## config.mk

```make
export PLATFORM = sky130hd
export DESIGN_NAME = rgb_video_rx_flat
export DESIGN_NICKNAME = d
export VERILOG_FILES = /design/src/rtl/rgb_video_rx_if.sv /design/src/rtl/rgb_video_rx.sv /design/src/flat_wrapper.sv
export SDC_FILE = /design/constraint.sdc
export NUM_CORES = 1
export LEC_CHECK = 0
export ABC_CLOCK_PERIOD_IN_PS = 2200
export CORE_UTILIZATION = 50
export CTS_CLUSTER_DIAMETER = 60
export DETAILED_ROUTE_END_ITERATION = 16
export PLACE_DENSITY = 0.74
export SYNTH_ARGS = -nofsm -noshare
export SYNTH_HDL_FRONTEND = slang
export SYNTH_SLANG_ARGS = --single-unit
```

## constraint.sdc

```tcl
create_clock -name i_clk -period 2.2 [get_ports i_clk]
set_clock_uncertainty 0.05 [all_clocks]
set_input_delay 0.44 -clock i_clk [delete_from_list [all_inputs] [get_ports i_clk]]
set_output_delay 0.44 -clock i_clk [all_outputs]
set_load 0.02 [all_outputs]
```

## src/rtl/rgb_video_rx_if.sv

```systemverilog
// rtl/rgb_video_rx_if.sv - RGB video input bus plus forwarded pixel stream and status.
// Defining RGB_VIDEO_RX_SUM_EN adds the o_frame_sum member.
interface rgb_video_rx_if;
    logic        i_HS;
    logic        i_VS;
    logic        i_DE;
    logic [7:0]  i_Red;
    logic [7:0]  i_Green;
    logic [7:0]  i_Blue;
    logic        o_pix_valid;
    logic [7:0]  o_Red;
    logic [7:0]  o_Green;
    logic [7:0]  o_Blue;
    logic [15:0] o_col;
    logic [15:0] o_row;
    logic        o_sof;
    logic        o_eol;
    logic        o_eof;
    logic        o_locked;
    logic        o_err_h;
    logic        o_err_v;
`ifdef RGB_VIDEO_RX_SUM_EN
    logic [23:0] o_frame_sum;
`endif

    modport master (
        output i_HS, i_VS, i_DE, i_Red, i_Green, i_Blue,
`ifdef RGB_VIDEO_RX_SUM_EN
        input  o_frame_sum,
`endif
        input  o_pix_valid, o_Red, o_Green, o_Blue, o_col, o_row,
        input  o_sof, o_eol, o_eof, o_locked, o_err_h, o_err_v
    );

    modport slave (
        input  i_HS, i_VS, i_DE, i_Red, i_Green, i_Blue,
`ifdef RGB_VIDEO_RX_SUM_EN
        output o_frame_sum,
`endif
        output o_pix_valid, o_Red, o_Green, o_Blue, o_col, o_row,
        output o_sof, o_eol, o_eof, o_locked, o_err_h, o_err_v
    );
endinterface

```

## src/rtl/rgb_video_rx.sv

```systemverilog
// rtl/rgb_video_rx.sv - DE-driven RGB frame receiver: geometry check, pixel coordinates, lock tracking.
// Optional RGB_VIDEO_RX_SUM_EN adds a per-frame R+G+B checksum output.
module rgb_video_rx #(
    parameter int H_ACTIVE    = 800,
    parameter int V_ACTIVE    = 480,
    parameter int LOCK_FRAMES = 2
) (
    input logic           i_clk,
    input logic           i_rst_n,
    rgb_video_rx_if.slave vid
);
    localparam logic [15:0] H_N    = 16'(H_ACTIVE);
    localparam logic [15:0] H_LAST = 16'(H_ACTIVE - 1);
    localparam logic [15:0] V_LAST = 16'(V_ACTIVE - 1);
    localparam logic [15:0] LOCK_N = 16'(LOCK_FRAMES);

    typedef enum logic [2:0] {SEEK, VBLANK, LINE, HGAP, DRAIN} state_t;

    state_t state_q, state_d;

    logic       unused_hs_q;
    logic       vs_q, de_q, vs_p_q, de_p_q;
    logic [7:0] r_q, g_q, b_q;

    logic [15:0] col_q, col_d, row_q, row_d;
    logic        ovf_q, ovf_d;
    logic [15:0] cnt_q, cnt_d;
    logic        frame_err_q, frame_err_d;

    logic        pv_q, pv_d;
    logic [7:0]  pr_q, pr_d, pg_q, pg_d, pb_q, pb_d;
    logic [15:0] pcol_q, pcol_d, prow_q, prow_d;
    logic        psof_q, psof_d, peol_q, peol_d, peof_q, peof_d;
    logic        perr_h_q, perr_h_d, perr_v_q, perr_v_d;

    logic vs_fall, de_rise, de_fall;
    logic take, fwd, err_h, err_v, any_err;

    assign vs_fall = vs_p_q & ~vs_q;
    assign de_rise = de_q & ~de_p_q;
    assign de_fall = de_p_q & ~de_q;

    // Input registers plus one-cycle-old copies for edge detection.
    always_ff @(posedge i_clk or negedge i_rst_n) begin
        if (!i_rst_n) begin
            unused_hs_q <= 1'b0;
            vs_q        <= 1'b0;
            de_q        <= 1'b0;
            vs_p_q      <= 1'b0;
            de_p_q      <= 1'b0;
            r_q         <= 8'd0;
            g_q         <= 8'd0;
            b_q         <= 8'd0;
        end else begin
            unused_hs_q <= vid.i_HS;
            vs_q        <= vid.i_VS;
            de_q        <= vid.i_DE;
            vs_p_q      <= vs_q;
            de_p_q      <= de_q;
            r_q         <= vid.i_Red;
            g_q         <= vid.i_Green;
            b_q         <= vid.i_Blue;
        end
    end

    always_ff @(posedge i_clk or negedge i_rst_n) begin
        if (!i_rst_n) begin
            state_q     <= SEEK;
            col_q       <= 16'd0;
            row_q       <= 16'd0;
            ovf_q       <= 1'b0;
            cnt_q       <= 16'd0;
            frame_err_q <= 1'b0;
        end else begin
            state_q     <= state_d;
            col_q       <= col_d;
            row_q       <= row_d;
            ovf_q       <= ovf_d;
            cnt_q       <= cnt_d;
            frame_err_q <= frame_err_d;
        end
    end

    // A VS fall always wins over DE edges; col is already 0 whenever a line starts.
    always_comb begin
        state_d = state_q;
        col_d   = col_q;
        row_d   = row_q;
        ovf_d   = ovf_q;
        take    = 1'b0;
        err_h   = 1'b0;
        err_v   = 1'b0;
        case (state_q)
            SEEK: begin
                if (vs_fall) begin
                    state_d = VBLANK;
                    col_d   = 16'd0;
                    row_d   = 16'd0;
                    ovf_d   = 1'b0;
                end
            end
            VBLANK, HGAP: begin
                if (vs_fall) begin
                    err_v   = 1'b1;
                    state_d = VBLANK;
                    col_d   = 16'd0;
                    row_d   = 16'd0;
                    ovf_d   = 1'b0;
                end else if (de_rise) begin
                    state_d = LINE;
                    take    = 1'b1;
                end
            end
            LINE: begin
                if (vs_fall) begin
                    err_v   = 1'b1;
                    state_d = VBLANK;
                    col_d   = 16'd0;
                    row_d   = 16'd0;
                    ovf_d   = 1'b0;
                end else if (de_fall) begin
                    err_h   = (col_q != H_N) || ovf_q;
                    row_d   = row_q + 16'd1;
                    col_d   = 16'd0;
                    ovf_d   = 1'b0;
                    state_d = (row_q == V_LAST) ? DRAIN : HGAP;
                end else if (de_q) begin
                    take = 1'b1;
                end
            end
            DRAIN: begin
                if (vs_fall) begin
                    state_d = VBLANK;
                    col_d   = 16'd0;
                    row_d   = 16'd0;
                    ovf_d   = 1'b0;
                end else if (de_rise) begin
                    err_v = 1'b1;
                end
            end
            default: state_d = SEEK;
        endcase
        fwd = take && (col_q < H_N);
        if (take) begin
            if (fwd) begin
                col_d = col_q + 16'd1;
            end else begin
                col_d = H_N;
                ovf_d = 1'b1;
            end
        end
    end

    always_comb begin
        any_err     = err_h | err_v;
        frame_err_d = vs_fall ? 1'b0 : (frame_err_q | any_err);
        cnt_d       = cnt_q;
        if (any_err) begin
            cnt_d = 16'd0;
        end else if (vs_fall && state_q == DRAIN && !frame_err_q && cnt_q < LOCK_N) begin
            cnt_d = cnt_q + 16'd1;
        end
        pv_d     = fwd;
        pr_d     = fwd ? r_q : pr_q;
        pg_d     = fwd ? g_q : pg_q;
        pb_d     = fwd ? b_q : pb_q;
        pcol_d   = fwd ? col_q : pcol_q;
        prow_d   = fwd ? row_q : prow_q;
        psof_d   = fwd && col_q == 16'd0 && row_q == 16'd0;
        peol_d   = fwd && col_q == H_LAST;
        peof_d   = fwd && col_q == H_LAST && row_q == V_LAST;
        perr_h_d = err_h;
        perr_v_d = err_v;
    end

    always_ff @(posedge i_clk or negedge i_rst_n) begin
        if (!i_rst_n) begin
            pv_q     <= 1'b0;
            pr_q     <= 8'd0;
            pg_q     <= 8'd0;
            pb_q     <= 8'd0;
            pcol_q   <= 16'd0;
            prow_q   <= 16'd0;
            psof_q   <= 1'b0;
            peol_q   <= 1'b0;
            peof_q   <= 1'b0;
            perr_h_q <= 1'b0;
            perr_v_q <= 1'b0;
        end else begin
            pv_q     <= pv_d;
            pr_q     <= pr_d;
            pg_q     <= pg_d;
            pb_q     <= pb_d;
            pcol_q   <= pcol_d;
            prow_q   <= prow_d;
            psof_q   <= psof_d;
            peol_q   <= peol_d;
            peof_q   <= peof_d;
            perr_h_q <= perr_h_d;
            perr_v_q <= perr_v_d;
        end
    end

    // Output stage: pixel at edge N+2; lock follows the counter by one cycle.
    always_ff @(posedge i_clk or negedge i_rst_n) begin
        if (!i_rst_n) begin
            vid.o_pix_valid <= 1'b0;
            vid.o_Red       <= 8'd0;
            vid.o_Green     <= 8'd0;
            vid.o_Blue      <= 8'd0;
            vid.o_col       <= 16'd0;
            vid.o_row       <= 16'd0;
            vid.o_sof       <= 1'b0;
            vid.o_eol       <= 1'b0;
            vid.o_eof       <= 1'b0;
            vid.o_locked    <= 1'b0;
            vid.o_err_h     <= 1'b0;
            vid.o_err_v     <= 1'b0;
        end else begin
            vid.o_pix_valid <= pv_q;
            vid.o_Red       <= pr_q;
            vid.o_Green     <= pg_q;
            vid.o_Blue      <= pb_q;
            vid.o_col       <= pcol_q;
            vid.o_row       <= prow_q;
            vid.o_sof       <= psof_q;
            vid.o_eol       <= peol_q;
            vid.o_eof       <= peof_q;
            vid.o_locked    <= (cnt_q == LOCK_N);
            vid.o_err_h     <= perr_h_q;
            vid.o_err_v     <= perr_v_q;
        end
    end

`ifdef RGB_VIDEO_RX_SUM_EN
    logic [23:0] acc_q, acc_d;
    logic [9:0]  psum;

    // By the output edge of the eof pixel, acc_q already includes that pixel.
    always_comb begin
        psum  = {2'b00, r_q} + {2'b00, g_q} + {2'b00, b_q};
        acc_d = acc_q;
        if (vs_fall) begin
            acc_d = 24'd0;
        end else if (fwd) begin
            acc_d = acc_q + {14'd0, psum};
        end
    end

    always_ff @(posedge i_clk or negedge i_rst_n) begin
        if (!i_rst_n) begin
            acc_q           <= 24'd0;
            vid.o_frame_sum <= 24'd0;
        end else begin
            acc_q <= acc_d;
            if (pv_q && peof_q) begin
                vid.o_frame_sum <= acc_q;
            end
        end
    end
`endif
endmodule

```

## src/flat_wrapper.sv

```systemverilog
// flat-port wrapper written by rule: the top's interface ports become plain ports
module rgb_video_rx_flat 
#(
    parameter int H_ACTIVE    = 800,
    parameter int V_ACTIVE    = 480,
    parameter int LOCK_FRAMES = 2
)
  (i_clk, i_rst_n, vid_i_HS, vid_i_VS, vid_i_DE, vid_i_Red, vid_i_Green, vid_i_Blue, vid_o_pix_valid, vid_o_Red, vid_o_Green, vid_o_Blue, vid_o_col, vid_o_row, vid_o_sof, vid_o_eol, vid_o_eof, vid_o_locked, vid_o_err_h, vid_o_err_v);
  rgb_video_rx_if vid_i ();
  input logic i_clk;
  input logic i_rst_n;
  input wire logic [$bits(vid_i.i_HS)-1:0] vid_i_HS;
  input wire logic [$bits(vid_i.i_VS)-1:0] vid_i_VS;
  input wire logic [$bits(vid_i.i_DE)-1:0] vid_i_DE;
  input wire logic [$bits(vid_i.i_Red)-1:0] vid_i_Red;
  input wire logic [$bits(vid_i.i_Green)-1:0] vid_i_Green;
  input wire logic [$bits(vid_i.i_Blue)-1:0] vid_i_Blue;
  output wire logic [$bits(vid_i.o_pix_valid)-1:0] vid_o_pix_valid;
  output wire logic [$bits(vid_i.o_Red)-1:0] vid_o_Red;
  output wire logic [$bits(vid_i.o_Green)-1:0] vid_o_Green;
  output wire logic [$bits(vid_i.o_Blue)-1:0] vid_o_Blue;
  output wire logic [$bits(vid_i.o_col)-1:0] vid_o_col;
  output wire logic [$bits(vid_i.o_row)-1:0] vid_o_row;
  output wire logic [$bits(vid_i.o_sof)-1:0] vid_o_sof;
  output wire logic [$bits(vid_i.o_eol)-1:0] vid_o_eol;
  output wire logic [$bits(vid_i.o_eof)-1:0] vid_o_eof;
  output wire logic [$bits(vid_i.o_locked)-1:0] vid_o_locked;
  output wire logic [$bits(vid_i.o_err_h)-1:0] vid_o_err_h;
  output wire logic [$bits(vid_i.o_err_v)-1:0] vid_o_err_v;
  assign vid_i.i_HS = vid_i_HS;
  assign vid_i.i_VS = vid_i_VS;
  assign vid_i.i_DE = vid_i_DE;
  assign vid_i.i_Red = vid_i_Red;
  assign vid_i.i_Green = vid_i_Green;
  assign vid_i.i_Blue = vid_i_Blue;
  assign vid_o_pix_valid = vid_i.o_pix_valid;
  assign vid_o_Red = vid_i.o_Red;
  assign vid_o_Green = vid_i.o_Green;
  assign vid_o_Blue = vid_i.o_Blue;
  assign vid_o_col = vid_i.o_col;
  assign vid_o_row = vid_i.o_row;
  assign vid_o_sof = vid_i.o_sof;
  assign vid_o_eol = vid_i.o_eol;
  assign vid_o_eof = vid_i.o_eof;
  assign vid_o_locked = vid_i.o_locked;
  assign vid_o_err_h = vid_i.o_err_h;
  assign vid_o_err_v = vid_i.o_err_v;
  rgb_video_rx #(.H_ACTIVE(H_ACTIVE), .V_ACTIVE(V_ACTIVE), .LOCK_FRAMES(LOCK_FRAMES)) u_core (.i_clk(i_clk), .i_rst_n(i_rst_n), .vid(vid_i));
endmodule
```

==> flow_summary.json <==
{
  "status": "completed",
  "synthArstFlopShare": 1.00,
  "synth_top_family_by_area": "simple AND/OR/NAND/NOR gates",
  "cts_tree": "done",
  "ir_worst_vdd_mv": 0.554,
  "finalSetupViolCount": 0,
  "wl_per_cell_um": 16.3,
  "p_sw_mw": 2.14,
  "min-delay-start": "u_core.peol_q",
  "synth_fa_ha_area_frac": 0.0100,
  "clock-root-buffer": "clkbuf_16",
  "synthXorXnorAreaFrac": 0.00703,
  "drt-initial-drc-count": 294,
  "overflow": 0,
  "cts.sink_count": 206,
  "p_leak_nw": 4.34,
  "cp.required_ns": 2.52,
  "use_met1": 0.252,
  "clkLatencyLatePin_ns": 0.49,
  "comb_power_share": 0.131,
  "port_buffers": 90,
  "antenna_cells": 0,
  "gr-usage-met2": 0.289,
  "r2r-start": "u_core.col_q[14]",
  "drive_gt1_frac": 0.161,
  "tightestPinTransition_ns": 0.610,
  "seqPwrFrac": 0.480,
  "maxCapViolCount": 0,
  "numCtsBuffers": 21,
  "place.gp.congestion": 0.852,
  "synth_cell_types": 57,
  "core_area_um2": 14600,
  "fin_util": 0.645,
  "grt_use_met3": 0.0344,
  "std_cell_rows": 44,
  "yosys.area_share.simple": 0.130,
  "ys_ff_latch": 206,
  "period_share": 0.949,
  "cts_buffer_depth": 3,
  "critPathKind": "flip-flop to flip-flop",
  "p_sw_frac": 0.236,
  "pin_count": 92,
  "rrSetupSlack_ns": 0.11,
  "p_total_mw": 9.05,
  "drc": 0,
  "cp_max_fo": 16,
  "reg2reg_depth": 6,
  "p_clk_frac": 0.388,
  "synth_edf_count": 0,
  "routed-via-count": 4579,
  "final.min_clock_period_ns": 2.09,
  "relSlewSlack": 0.593,
  "clk_pin_slew_ns": 0.06,
  "fp.dieH_um": 124,
  "grtUsageTotal": 0.181,
  "intPower_mw": 6.91,
  "antenna_found_initial": 0,
  "grt_busiest_layer": "met2",
  "p_per_area_nw_per_um2": 961,
  "hold_end": "u_core.vid.o_eol",
  "wl_mm": 13.6,
  "worstSetupStartpointType": "flip-flop",
  "rsz0062_at_grt": "false",
  "tns_ns": 0,
  "synth_area_per_cell_um2": 14.2,
  "postCtsSetupRepairBufs": 0,
  "holdPathStages": 0,
  "start_util": 0.513,
  "finalNetCount": 676,
  "yosysWarnings": 0,
  "drv_slew": 0,
  "synth_top_cells_by_area": "dfrtp_1, mux2_2, mux2_1, and2_1, nand3_1",
  "cts_max_level": 1,
  "timing.fmax_ghz": 0.479,
  "synth_fp_nets": 560,
  "via_per_inst": 5.47,
  "endpoint_kind": "flip-flop",
  "synth_top_area_frac": 0.689,
  "dp.cells": 801,
  "post-dp-hpwl_mm": 9.17,
  "die-area_um2": 15400,
  "crit_arrival_ns": 2.41,
  "whs_ns": 0.294,
  "grt_max_degree": 57,
  "synthCells": 525,
  "final_cell_count_no_fill": 837,
  "syn_to_final_growth_pct": 25.9,
  "drt-pass1-iter-count": 5,
  "yosys_most_used_dff": "dfrtp_1",
  "grt_pass1_vias": 4633,
  "ant_nets": 0,
  "syn_area_um2": 7480,
  "hold_viol": 0,
  "synth_compound_gate_area_share": 0.0602,
  "die_w_um": 124,
  "reg2reg_to": "u_core.pb_q[7]",
  "yosysTopAreaCell": "dfrtp_1",
  "hold_class": "flip-flop to flip-flop",
  "yosysSeqAreaShare": 0.689,
  "grt_pass1_wl_mm": 23.0,
  "muxShareOfSynthArea": 0.0766
}
## flip-flops by register name, indices dropped and copies added (netlist names), 16 cells and up
register and flops:
u_core.vid.o_row 16, u_core.cnt_q 16, u_core.row_q 16, u_core.col_q 16
u_core.prow_q 16, u_core.pcol_q 16, u_core.vid.o_col 16
## synth_stat cells, drive strengths merged (5+ instances only)
library cell,instances
o22a,5
nor2,14
nor4,15
a21oi,14
and3,6
buf,17
xnor2,5
clkbuf,7
or4,11
ha,6
nand2b,7
dfrtp,206
nand4,13
inv,10
or2,6
a22o,5
o21ai,12
and2,25
nand2,14
o31ai,5
nand3,17
nor3,16
mux2,50
## layout by cell type, fill, tap and decap left out, types with 4 or more instances in the layout
master	instances
or2_2	5
mux2_2	30
buf_12	5
nand2_1	14
o31ai_1	5
clkbuf_16	21
and2_1	24
mux2_1	20
o22a_1	5
nor3_1	15
a22o_1	5
and3_1	6
o21ai_0	10
xnor2_1	5
nand4_1	13
clkbuf_8	6
or4_1	11
nand2b_1	7
nand3_1	17
nor4_1	12
nor2_1	14
or3_1	4
ha_1	6
dfrtp_1	206
buf_4	21
a21oi_1	14
inv_1	9
clkdlybuf4s50_1	89
## stage by stage
step | instance area, µm² | worst slack [ns]
6_report | 9410 | 0.113
5_1_grt | 9410 | 0.0525
3_5_place_dp | 8710 | 0.126
3_3_place_gp | 8710 | 0.185
4_1_cts | 9410 | 0.110
2_1_floorplan | 7480 | 0.342
## repair_timing
item,4_1_cts,5_1_grt
gates resized for setup,0,0
hold endpoints to repair,51,0
hold buffers,1,0
## area by class of cell
cell class                      instances  area (µm²)
Sequential cell                       206        5150
Inverter                               10        40.0
Timing Repair Buffer                  117        1170
Multi-Input combinational cell        285        2130
Clock inverter                          6        83.8
Clock buffer                           29         606
Fill cell                            1039        5180
Tap cell                              184         230
## power by group through the flow
stage / combinational [mW] / clock [mW] / sequential, mW
finish: 1.19 / 3.51 / 4.35
CTS: 1.20 / 3.60 / 4.35
global placement: 1.17 / 0 / 4.39
floorplan: 0.395 / 0 / 4.59
detailed placement: 1.20 / 0 / 4.42
global route: 1.28 / 3.74 / 4.39
## metal layers
| layer | up-vias | wire, µm |
|---|---|---|
| met3 | 31 | 688 |
| li1 | 2096 | - |
| met2 | 146 | 6430 |
| met4 | 0 | 380 |
| met5 | - | 0 |
| met1 | 2306 | 6110 |
## logic make-up (layout without fill, tap and decap cells)
group	count (synthesis)	after routing
xor gates and xnor gates	6	6
and+or+nand+nor	159	159
buffers and inverters	34	162
muxes	51	51
adders and majority gates	6	6
AOI/OAI and AO/OA	63	63
DFF	206	206
## worst max-delay path by stage
stage               depth (start not counted)               from              end
floorplan                                   7   u_core.col_q[15]   u_core.pb_q[0]
global placement                            6   u_core.col_q[15]   u_core.pr_q[0]
detailed placement                          6   u_core.col_q[15]   u_core.pr_q[0]
CTS                                         6   u_core.col_q[14]   u_core.pb_q[7]
global route                                6  u_core.state_q[0]  u_core.col_q[7]
finish                                      6   u_core.col_q[14]   u_core.pb_q[7]
## worst max-delay path, cell delays in order, from the launching register on
cell      delay [ns]
dfrtp_1         0.42
nor4_4          0.32
o211a_1         0.27
nand2b_1        0.18
inv_4           0.20
buf_12          0.18
mux2_1          0.34
Note: power is estimated with default switching activity, not from simulation.
